`config.mk`:
```
export PLATFORM = sky130hd
export DESIGN_NAME = spi_sck_sequencer
export DESIGN_NICKNAME = d
export VERILOG_FILES = /design/src/rtl/spi_sck_sequencer.sv
export SDC_FILE = /design/constraint.sdc
export NUM_CORES = 1
export LEC_CHECK = 0
export CORE_ASPECT_RATIO = 1.4
export CORE_MARGIN = 2
export CORE_UTILIZATION = 57
export CTS_BUF_LIST = sky130_fd_sc_hd__clkbuf_8
export CTS_CLUSTER_DIAMETER = 30
export CTS_CLUSTER_SIZE = 28
export DETAILED_ROUTE_END_ITERATION = 7
export PLACE_DENSITY = 0.92
export RECOVER_POWER = 50
export SKIP_CTS_REPAIR_TIMING = 1
export SYNTH_ARGS = -nofsm -noshare
export SYNTH_HDL_FRONTEND = slang
export SYNTH_SLANG_ARGS = --single-unit
```
`constraint.sdc`:
```
create_clock -name clk_in -period 3.3 [get_ports clk_in]
set_input_delay 0.825 -clock clk_in [delete_from_list [all_inputs] [get_ports clk_in]]
set_output_delay 0.825 -clock clk_in [all_outputs]
set_load 0.005 [all_outputs]
```
`src/rtl/spi_sck_sequencer.sv`:
```
// SPI frame sequencer: CS_n setup/hold, programmable-rate SCK and per-bit edge strobes.
// Optional frame abort (abort_i/aborted_o) is compiled in with `define SCK_ABORT_EN.
module spi_sck_sequencer #(
  parameter int DIV_W  = 16,
  parameter int CNT_W  = 8,
  parameter int CS_GAP = 2
) (
  input  logic             clk_in,
  input  logic             rst,
  input  logic             start_i,
  input  logic [DIV_W-1:0] div_i,
  input  logic [CNT_W-1:0] nbits_i,
  input  logic             cpol_i,
  output logic             busy_o,
  output logic             done_o,
  output logic             cs_n_o,
  output logic             sck_o,
  output logic             lead_edge_o,
  output logic             trail_edge_o,
  output logic [CNT_W-1:0] bit_idx_o
`ifdef SCK_ABORT_EN
  ,
  input  logic             abort_i,
  output logic             aborted_o
`endif
);

  localparam int GAP_W = (CS_GAP < 2) ? 1 : $clog2(CS_GAP);

  localparam logic [2:0] IDLE  = 3'd0;
  localparam logic [2:0] LEAD  = 3'd1;
  localparam logic [2:0] RUN   = 3'd2;
  localparam logic [2:0] TRAIL = 3'd3;
  localparam logic [2:0] DONE  = 3'd4;

  logic [2:0]       state_reg, state_next;
  logic [GAP_W-1:0] gap_cnt_reg, gap_cnt_next;
  logic [DIV_W-1:0] half_cnt_reg, half_cnt_next;
  logic [DIV_W-1:0] div_reg, div_next;
  logic [CNT_W-1:0] nbits_reg, nbits_next;
  logic             cpol_reg, cpol_next;
  logic [CNT_W-1:0] bit_idx_reg, bit_idx_next;
  logic             sck_reg, sck_next;
  logic             cs_n_reg, cs_n_next;
  logic             busy_reg, busy_next;
  logic             done_reg, done_next;
  logic             lead_reg, lead_next;
  logic             trail_reg, trail_next;

  logic             gap_end;
  logic             half_end;
  logic [CNT_W-1:0] bit_idx_inc;
  logic             final_edge;
  logic             abort_take;

  assign gap_end     = (gap_cnt_reg == GAP_W'(CS_GAP - 1));
  assign half_end    = (half_cnt_reg == div_reg - DIV_W'(1));
  // Compared at CNT_W width so nbits = 2^CNT_W-1 completes without wrapping.
  assign bit_idx_inc = bit_idx_reg + CNT_W'(1);
  assign final_edge  = (state_reg == RUN) && half_end && (sck_reg != cpol_reg) &&
                       (bit_idx_inc == nbits_reg);

`ifdef SCK_ABORT_EN
  // A final trailing edge in the same cycle wins over the abort request.
  assign abort_take = abort_i &&
                      ((state_reg == LEAD) || ((state_reg == RUN) && !final_edge));
`else
  assign abort_take = 1'b0;
`endif

  always_comb begin
    state_next    = state_reg;
    gap_cnt_next  = gap_cnt_reg;
    half_cnt_next = half_cnt_reg;
    div_next      = div_reg;
    nbits_next    = nbits_reg;
    cpol_next     = cpol_reg;
    bit_idx_next  = bit_idx_reg;
    sck_next      = sck_reg;
    cs_n_next     = cs_n_reg;
    busy_next     = busy_reg;
    done_next     = 1'b0;
    lead_next     = 1'b0;
    trail_next    = 1'b0;

    case (state_reg)
      IDLE: begin
        if (start_i && (nbits_i != '0)) begin
          div_next     = (div_i == '0) ? DIV_W'(1) : div_i;
          nbits_next   = nbits_i;
          cpol_next    = cpol_i;
          bit_idx_next = '0;
          sck_next     = cpol_i;
          cs_n_next    = 1'b0;
          busy_next    = 1'b1;
          gap_cnt_next = '0;
          state_next   = LEAD;
        end
      end
      LEAD: begin
        if (abort_take) begin
          gap_cnt_next = '0;
          state_next   = TRAIL;
        end else if (gap_end) begin
          half_cnt_next = '0;
          state_next    = RUN;
        end else begin
          gap_cnt_next = gap_cnt_reg + GAP_W'(1);
        end
      end
      RUN: begin
        if (abort_take) begin
          sck_next     = cpol_reg;
          gap_cnt_next = '0;
          state_next   = TRAIL;
        end else if (half_end) begin
          half_cnt_next = '0;
          if (sck_reg == cpol_reg) begin
            sck_next  = ~cpol_reg;
            lead_next = 1'b1;
          end else begin
            sck_next     = cpol_reg;
            trail_next   = 1'b1;
            bit_idx_next = bit_idx_inc;
            if (final_edge) begin
              gap_cnt_next = '0;
              state_next   = TRAIL;
            end
          end
        end else begin
          half_cnt_next = half_cnt_reg + DIV_W'(1);
        end
      end
      TRAIL: begin
        if (gap_end) begin
          cs_n_next  = 1'b1;
          busy_next  = 1'b0;
          done_next  = 1'b1;
          state_next = DONE;
        end else begin
          gap_cnt_next = gap_cnt_reg + GAP_W'(1);
        end
      end
      DONE: begin
        state_next = IDLE;
      end
      default: begin
        state_next = IDLE;
      end
    endcase
  end

  always_ff @(posedge clk_in) begin
    if (rst) begin
      state_reg    <= IDLE;
      gap_cnt_reg  <= '0;
      half_cnt_reg <= '0;
      div_reg      <= DIV_W'(1);
      nbits_reg    <= '0;
      cpol_reg     <= 1'b0;
      bit_idx_reg  <= '0;
      sck_reg      <= 1'b0;
      cs_n_reg     <= 1'b1;
      busy_reg     <= 1'b0;
      done_reg     <= 1'b0;
      lead_reg     <= 1'b0;
      trail_reg    <= 1'b0;
    end else begin
      state_reg    <= state_next;
      gap_cnt_reg  <= gap_cnt_next;
      half_cnt_reg <= half_cnt_next;
      div_reg      <= div_next;
      nbits_reg    <= nbits_next;
      cpol_reg     <= cpol_next;
      bit_idx_reg  <= bit_idx_next;
      sck_reg      <= sck_next;
      cs_n_reg     <= cs_n_next;
      busy_reg     <= busy_next;
      done_reg     <= done_next;
      lead_reg     <= lead_next;
      trail_reg    <= trail_next;
    end
  end

`ifdef SCK_ABORT_EN
  logic abort_seen_reg;
  logic aborted_reg;

  always_ff @(posedge clk_in) begin
    if (rst) begin
      abort_seen_reg <= 1'b0;
      aborted_reg    <= 1'b0;
    end else begin
      if (abort_take) begin
        abort_seen_reg <= 1'b1;
      end else if (state_reg == DONE) begin
        abort_seen_reg <= 1'b0;
      end
      aborted_reg <= done_next && abort_seen_reg;
    end
  end

  assign aborted_o = aborted_reg;
`endif

  assign busy_o       = busy_reg;
  assign done_o       = done_reg;
  assign cs_n_o       = cs_n_reg;
  assign sck_o        = sck_reg;
  assign lead_edge_o  = lead_reg;
  assign trail_edge_o = trail_reg;
  assign bit_idx_o    = bit_idx_reg;

endmodule

```
==> impl_metrics.toml, run 1 <==
[outcome]
outcome = "finished, final reports clean"

[synthesis]
ys_seq_area_share_pct = 36.9
netlist_area_sq_mm = 0.00320
async_reset_ff_share_pct = 0
synth_ff_type = "dfxtp_1"
synth.distinct_cells = 47
synth-seq-cells = 59
synth-edff-count = 0
syn_avg_cell_area_sq_um = 8.03
ys_warn_count = 0
syn_nets = 430
syn_inst = 399

[timing]
hold_violations = 0
worst_pin_slew_ns = 1.44
fmax_ghz = 0.323
finalCritPeriodShare_pct = 93.7
rsz0062_at_grt = "no"
relSlewSlack_pct = 3.68
fin_tns_setup_ns = 0
skew_ns = 0.00881
slew_violations = 0
period_minus_slack_ns = 3.09
setup_viol = 0

[critical_path]
endpoint_kind = "register"
worst_ep_required_time_ns = 3.51
path_class = "reg -> reg"
regToRegSetupSlack_ns = 0.21
r2r_cells = 7
setup.worst_path.start = "div_reg[3]"
arrival_ns = 3.31
cp-start-kind = "register"
setup.worst_path.end = "bit_idx_o[2]"
r2r-start = "div_reg[3]"
r2r-end = "bit_idx_o[2]"
path_max_fanout = 8

[cells_and_area]
most-common-layout-cells = "66 x nand2_1, 59 x dfxtp_1, 33 x a31oi_1, 29 x a21oi_1, 26 x clkdlybuf4s50_1"
n_antenna_cell = 0
layout_commonest_cell = "nand2_1"
stdcell_count = 512
drive_gt1_share_pct = 7.88
nets = 470
area.growth.synth_to_final_pct = 21.1

[routing]
wire_per_inst_um = 16.0
via_count = 3265
drcViolationCount = 0
initialDrtViolationCount = 333
drt-pass1-iter-count = 6
ant_nets = 0
routed_wl_um = 8210
viasPerCell = 6.38

[place]
gp_congestion = 0.965
hpwl_um = 5910
placedCellCount = 496
io_buffers = 41

[die]
die_h_um = 92.7
die_w_um = 67.4
pin_count = 42
fp.coreArea_sq_mm = 0.00549
start_util_pct = 58.4
num_rows = 32
fp.dieArea_sq_mm = 0.00624

[power]
p_seq_share_pct = 45.4
pwr-share-clk_pct = 37.9
p_sw_uw = 466
ir_drop_mv = 0.343
p_leak_uw = 0.00146
switching_share_pct = 27.5
intPower_uw = 1230
pwr-share-comb_pct = 16.7
power.density_mw_per_mm2 = 436

[global_route]
globalRoute.totalOverflow = 0
grt_max_degree = 35
grt_use_total_pct = 28.9
grt_pass1_vias = 3079
antenna_found_initial = 0
grt_pass1_wl_um = 13900

[worst_hold_path]
min_path_type = "reg -> reg"
min_path_cells = 2

[cts]
clock_path_buffers = 2
cts_root_buf = "clkbuf_8"
clk_pin_slew_worst_paths_ns = 0.07
worstSkewPairLatency_ns = 0.35
htreeDepth = 3
cts_tree = "built"
cts.sinks = 59
cts_buffers = 9

[job]
cap_violations = 0
## Yosys cell counts, types with 3 or more instances
master    count  share of area (%)
nor4_1       11                2.1
a21oi_1      29                4.5
nor2_1       22                2.6
and4_1        3               0.82
a31oi_1      33                6.4
nand2b_1      3               0.59
ha_1          3                1.2
a22oi_1       4               0.94
dfxtp_1      59                 37
and3_1        8                1.6
or3_1         9                1.8
nand3_1      15                2.3
inv_1         4               0.47
xor2_1       17                4.6
nand2_1      66                7.7
xnor2_1      16                4.4
nor3_1        8                1.3
nor2b_1       5               0.98
a41oi_1       7                1.9
or4_1        12                2.8
clkbuf_1     17                2.0
o211ai_1      4               0.94
o21ai_0       7                1.1
## power groups by stage
stage          registers [uW]  logic [uW]  clock network, uW
2_1_floorplan             775         186                  0
3_3_place_gp              782         268                  0
3_5_place_dp              784         276                  0
4_1_cts                   768         279                645
5_1_grt                   773         309                688
6_report                  769         283                641
## metrics by stage
step / area (sq um) / setup WS, ns / hold WS [ns] / power [uW] / utilization [%]
CTS: 3880 / 0.255 / 0.455 / 1690 / 70.8
global route: 3880 / 0.0538 / 0.482 / 1770 / 70.7
finish: 3880 / 0.208 / 0.448 / 1690 / 70.7
global placement: 3690 / 0.358 / 0.443 / 1050 / 67.3
detailed placement: 3690 / 0.256 / 0.446 / 1060 / 67.3
floorplan: 3200 / 0.452 / 0.445 / 961 / -
## how the worst min path moves through the flow
stage | from | to | slack (ns)
after floorplan | nbits_reg[2] | nbits_reg[2] | 0.45
after global placement | busy_o | busy_o | 0.44
after detailed placement | busy_o | busy_o | 0.45
after CTS | busy_o | busy_o | 0.46
after global routing | busy_o | busy_o | 0.48
final | busy_o | busy_o | 0.45
## routing by layer
| metal | global-route usage, % | part of all wire (%) | routed length, um |
|---|---|---|---|
| met3 | 6.80 | 5.7 | 471 |
| met1 | 32.4 | 38 | 3090 |
| met5 | 0 | 0 | 0 |
| met4 | 12.8 | 3.3 | 269 |
| met2 | 50.3 | 53 | 4390 |
## cells by family (layout without fill, tap and decap cells)
kind of cell / Yosys count / after routing / share of synthesized area [%]
XOR/XNOR: 33 / 33 / 9.02
adder cells (fa/ha/maj): 3 / 3 / 1.17
AO/OA/AOI/OAI: 101 / 101 / 20.6
multiplexers: 3 / 3 / 1.02
buffers and inverters: 26 / 71 / 3.63
AND/OR/NAND/NOR: 174 / 174 / 27.7
flip-flops: 59 / 59 / 36.9
## critical path: stages, from the launching register on
cell and delay (ns):
dfxtp_1 0.31, or4_4 0.55, or3_1 0.41, or4_4 0.56
a221oi_2 0.28, nand4_2 0.25, o21ai_1 0.45, a31oi_1 0.15
## area by class of cell
class,count,area (sq um)
fillers,408,1610
inverters,4,15.0
clock inverters,6,56.3
clock buffers,10,138
flip-flops and latches,59,1180
well taps,68,85.1
repair buffers,51,494
multi-input cells,314,1910
Note: power is estimated with default switching activity, not from simulation.
==> inputs of run 2 (changes only) <==
--- a/config.mk
+++ b/config.mk
@@ -6,7 +6,6 @@
 export NUM_CORES = 1
 export LEC_CHECK = 0
 export CORE_ASPECT_RATIO = 1.4
-export CORE_MARGIN = 2
 export CORE_UTILIZATION = 57
 export CTS_BUF_LIST = sky130_fd_sc_hd__clkbuf_8
 export CTS_CLUSTER_DIAMETER = 30
@@ -15,6 +14,7 @@
 export PLACE_DENSITY = 0.92
 export RECOVER_POWER = 50
 export SKIP_CTS_REPAIR_TIMING = 1
+export SKIP_LAST_GASP = 1
 export SYNTH_ARGS = -nofsm -noshare
 export SYNTH_HDL_FRONTEND = slang
 export SYNTH_SLANG_ARGS = --single-unit
==> run 2 against run 1 <==
  * Register-to-register slack is essentially flat
  * Die area shrank 5.1%
  * Via count shrank 0.34%
  * First-iteration DRC count fell by 32%
  * Sequential power hardly changed
==> impl_metrics.toml, run 2 (synthesized netlist as in run 1, its figures left out) <==
[outcome]
outcome = "finished, final reports clean"

[worst_hold_path]
min_path_type = "reg -> reg"
whs_endpoint = "busy_o"
min_path_cells = 2
hp-start = "busy_o"

[timing]
worst_pin_slew_ns = 0.950
skew_ns = 0.00319
finalCritPeriodShare_pct = 93.3
fmax_ghz = 0.325
hold_violations = 0
rsz0062_at_grt = "no"
period_minus_slack_ns = 3.08
relSlewSlack_pct = 36.7
setup_viol = 0
timing.final.ws_setup_ns = 0.222
fin_tns_setup_ns = 0
slew_violations = 0

[critical_path]
cp_slowest_stage_delay_ns = 0.56
r2r-end = "bit_idx_o[6]"
path_class = "reg -> reg"
cp-start-kind = "register"
regToRegSetupSlack_ns = 0.22
r2r_cells = 7
endpoint_kind = "register"
slowest_stage = "or4_4"
cp_common_cell = "or4_4"
arrival_ns = 3.34
path_max_fanout = 16
worst_ep_required_time_ns = 3.56
path_cells = "or4_4 > or3_1 > or4_4 > a22oi_1 > and4_1 > a41oi_1 > a31oi_1"
r2r-start = "div_reg[3]"

[power]
power.density_mw_per_mm2 = 461
p_leak_uw = 0.00146
ir_drop_mv = 0.368

[global_route]
use_met1_pct = 33.0
grt_max_degree = 53
antenna_found_initial = 0
grt_pass1_vias = 3054
use_met3_pct = 5.30
top_usage_layer = "met2"
grtUsageMet2_pct = 52.3
globalRoute.totalOverflow = 0
grt_pass1_wl_um = 13900
grt_use_total_pct = 30.4

[job]
cap_violations = 0

[cts]
clk_pin_slew_worst_paths_ns = 0.06
htreeDepth = 3
cts_root_buf = "clkbuf_8"
cts_tree = "built"
cts.sinks = 59
cts_buffers = 9
clock_path_buffers = 2
worstSkewPairLatency_ns = 0.34

[routing]
initialDrtViolationCount = 226
routed_wl_um = 8610
drcViolationCount = 0
via_count = 3254
drt-pass1-iter-count = 5
viasPerCell = 6.38
ant_nets = 0
wire_per_inst_um = 16.9

[cells_and_area]
nets = 470
area.growth.synth_to_final_pct = 21.5
final_core_util_pct = 73.8
multi_input_area_sq_mm = 0.00191
layout_commonest_cell = "nand2_1"
regArea_sq_mm = 0.00118
n_fill_cell = 408
n_antenna_cell = 0
drive_gt1_share_pct = 7.66
most-common-layout-cells = "66 x nand2_1, 59 x dfxtp_1, 33 x a31oi_1, 29 x a21oi_1, 25 x clkdlybuf4s50_1"

[die]
die_w_um = 65.4
fp.dieArea_sq_mm = 0.00593
fp.coreArea_sq_mm = 0.00528
num_rows = 31
pin_count = 42
die_h_um = 90.7
start_util_pct = 60.7

[place]
pre_cts_slack_ns = 0.294
gp_congestion = 0.943
hpwl_um = 5950
io_buffers = 41
run 2: cell count changes in the layout (fill, tap and decap cells not counted):
cell,change
dlygate4sd3_1,+1
clkinv_2,-2
clkbuf_8,+1
clkbuf_1,+1
clkdlybuf4s50_1,-1
buf_12,-1
clkbuf_2,+1
bufinv_16,+1
buf_4,-1
run 2: critical path: cells and delay by family (launching register included):
family	cells	cell delay, ns
flops	1	0.32
compound gates	3	0.58
simple gates	4	2.09
run 2: how the worst max path moves through the flow:
stage | cells after the start | end | startpoint
CTS | 7 | bit_idx_o[6] | div_reg[3]
floorplan | 9 | sck_o | div_reg[3]
detailed placement | 7 | bit_idx_o[7] | div_reg[3]
finish | 7 | bit_idx_o[6] | div_reg[3]
global placement | 7 | gap_cnt_reg | div_reg[3]
global route | 7 | gap_cnt_reg | div_reg[3]
run 2: power by group:
part / switching, uW / total [uW] / internal, uW
Sequential: 31.8 / 771 / 739
Combinational: 152 / 275 / 122
Clock: 288 / 750 / 462
Total: 472 / 1800 / 1320
run 2: per-layer routing:
| metal | up-vias | wire (um) |
|---|---|---|
| met5 | - | 0 |
| met4 | 0 | 430 |
| met3 | 40 | 486 |
| met2 | 152 | 4540 |
| met1 | 1502 | 3150 |
| li1 | 1560 | - |
run 2: through the flow:
step | std cells | hold slack (ns) | total power, uW | cell area (sq um)
final | 510 | 0.452 | 1800 | 3890
after global routing | 510 | 0.481 | 1850 | 3890
after CTS | 510 | 0.459 | 1790 | 3900
after detailed placement | 494 | 0.450 | 1060 | 3670
after global placement | 494 | 0.443 | 1050 | 3670
after floorplan | 399 | 0.445 | 961 | 3200
run 2: layout make-up:
type,count,share of cell area (%)
Clock buffer,11,3.89
Clock inverter,5,1.96
Inverter,4,0.386
Multi-Input combinational cell,314,49.1
Sequential cell,59,30.3
Tap cell,66,2.12
Timing Repair Buffer,51,12.2
==> inputs of run 3 (changes only) <==
--- a/config.mk
+++ b/config.mk
@@ -18,3 +18,4 @@
 export SYNTH_ARGS = -nofsm -noshare
 export SYNTH_HDL_FRONTEND = slang
 export SYNTH_SLANG_ARGS = --single-unit
+export TNS_END_PERCENT = 1
==> results of run 3 <==
The final DEF is identical to that of run 2; final timing and power are the same.
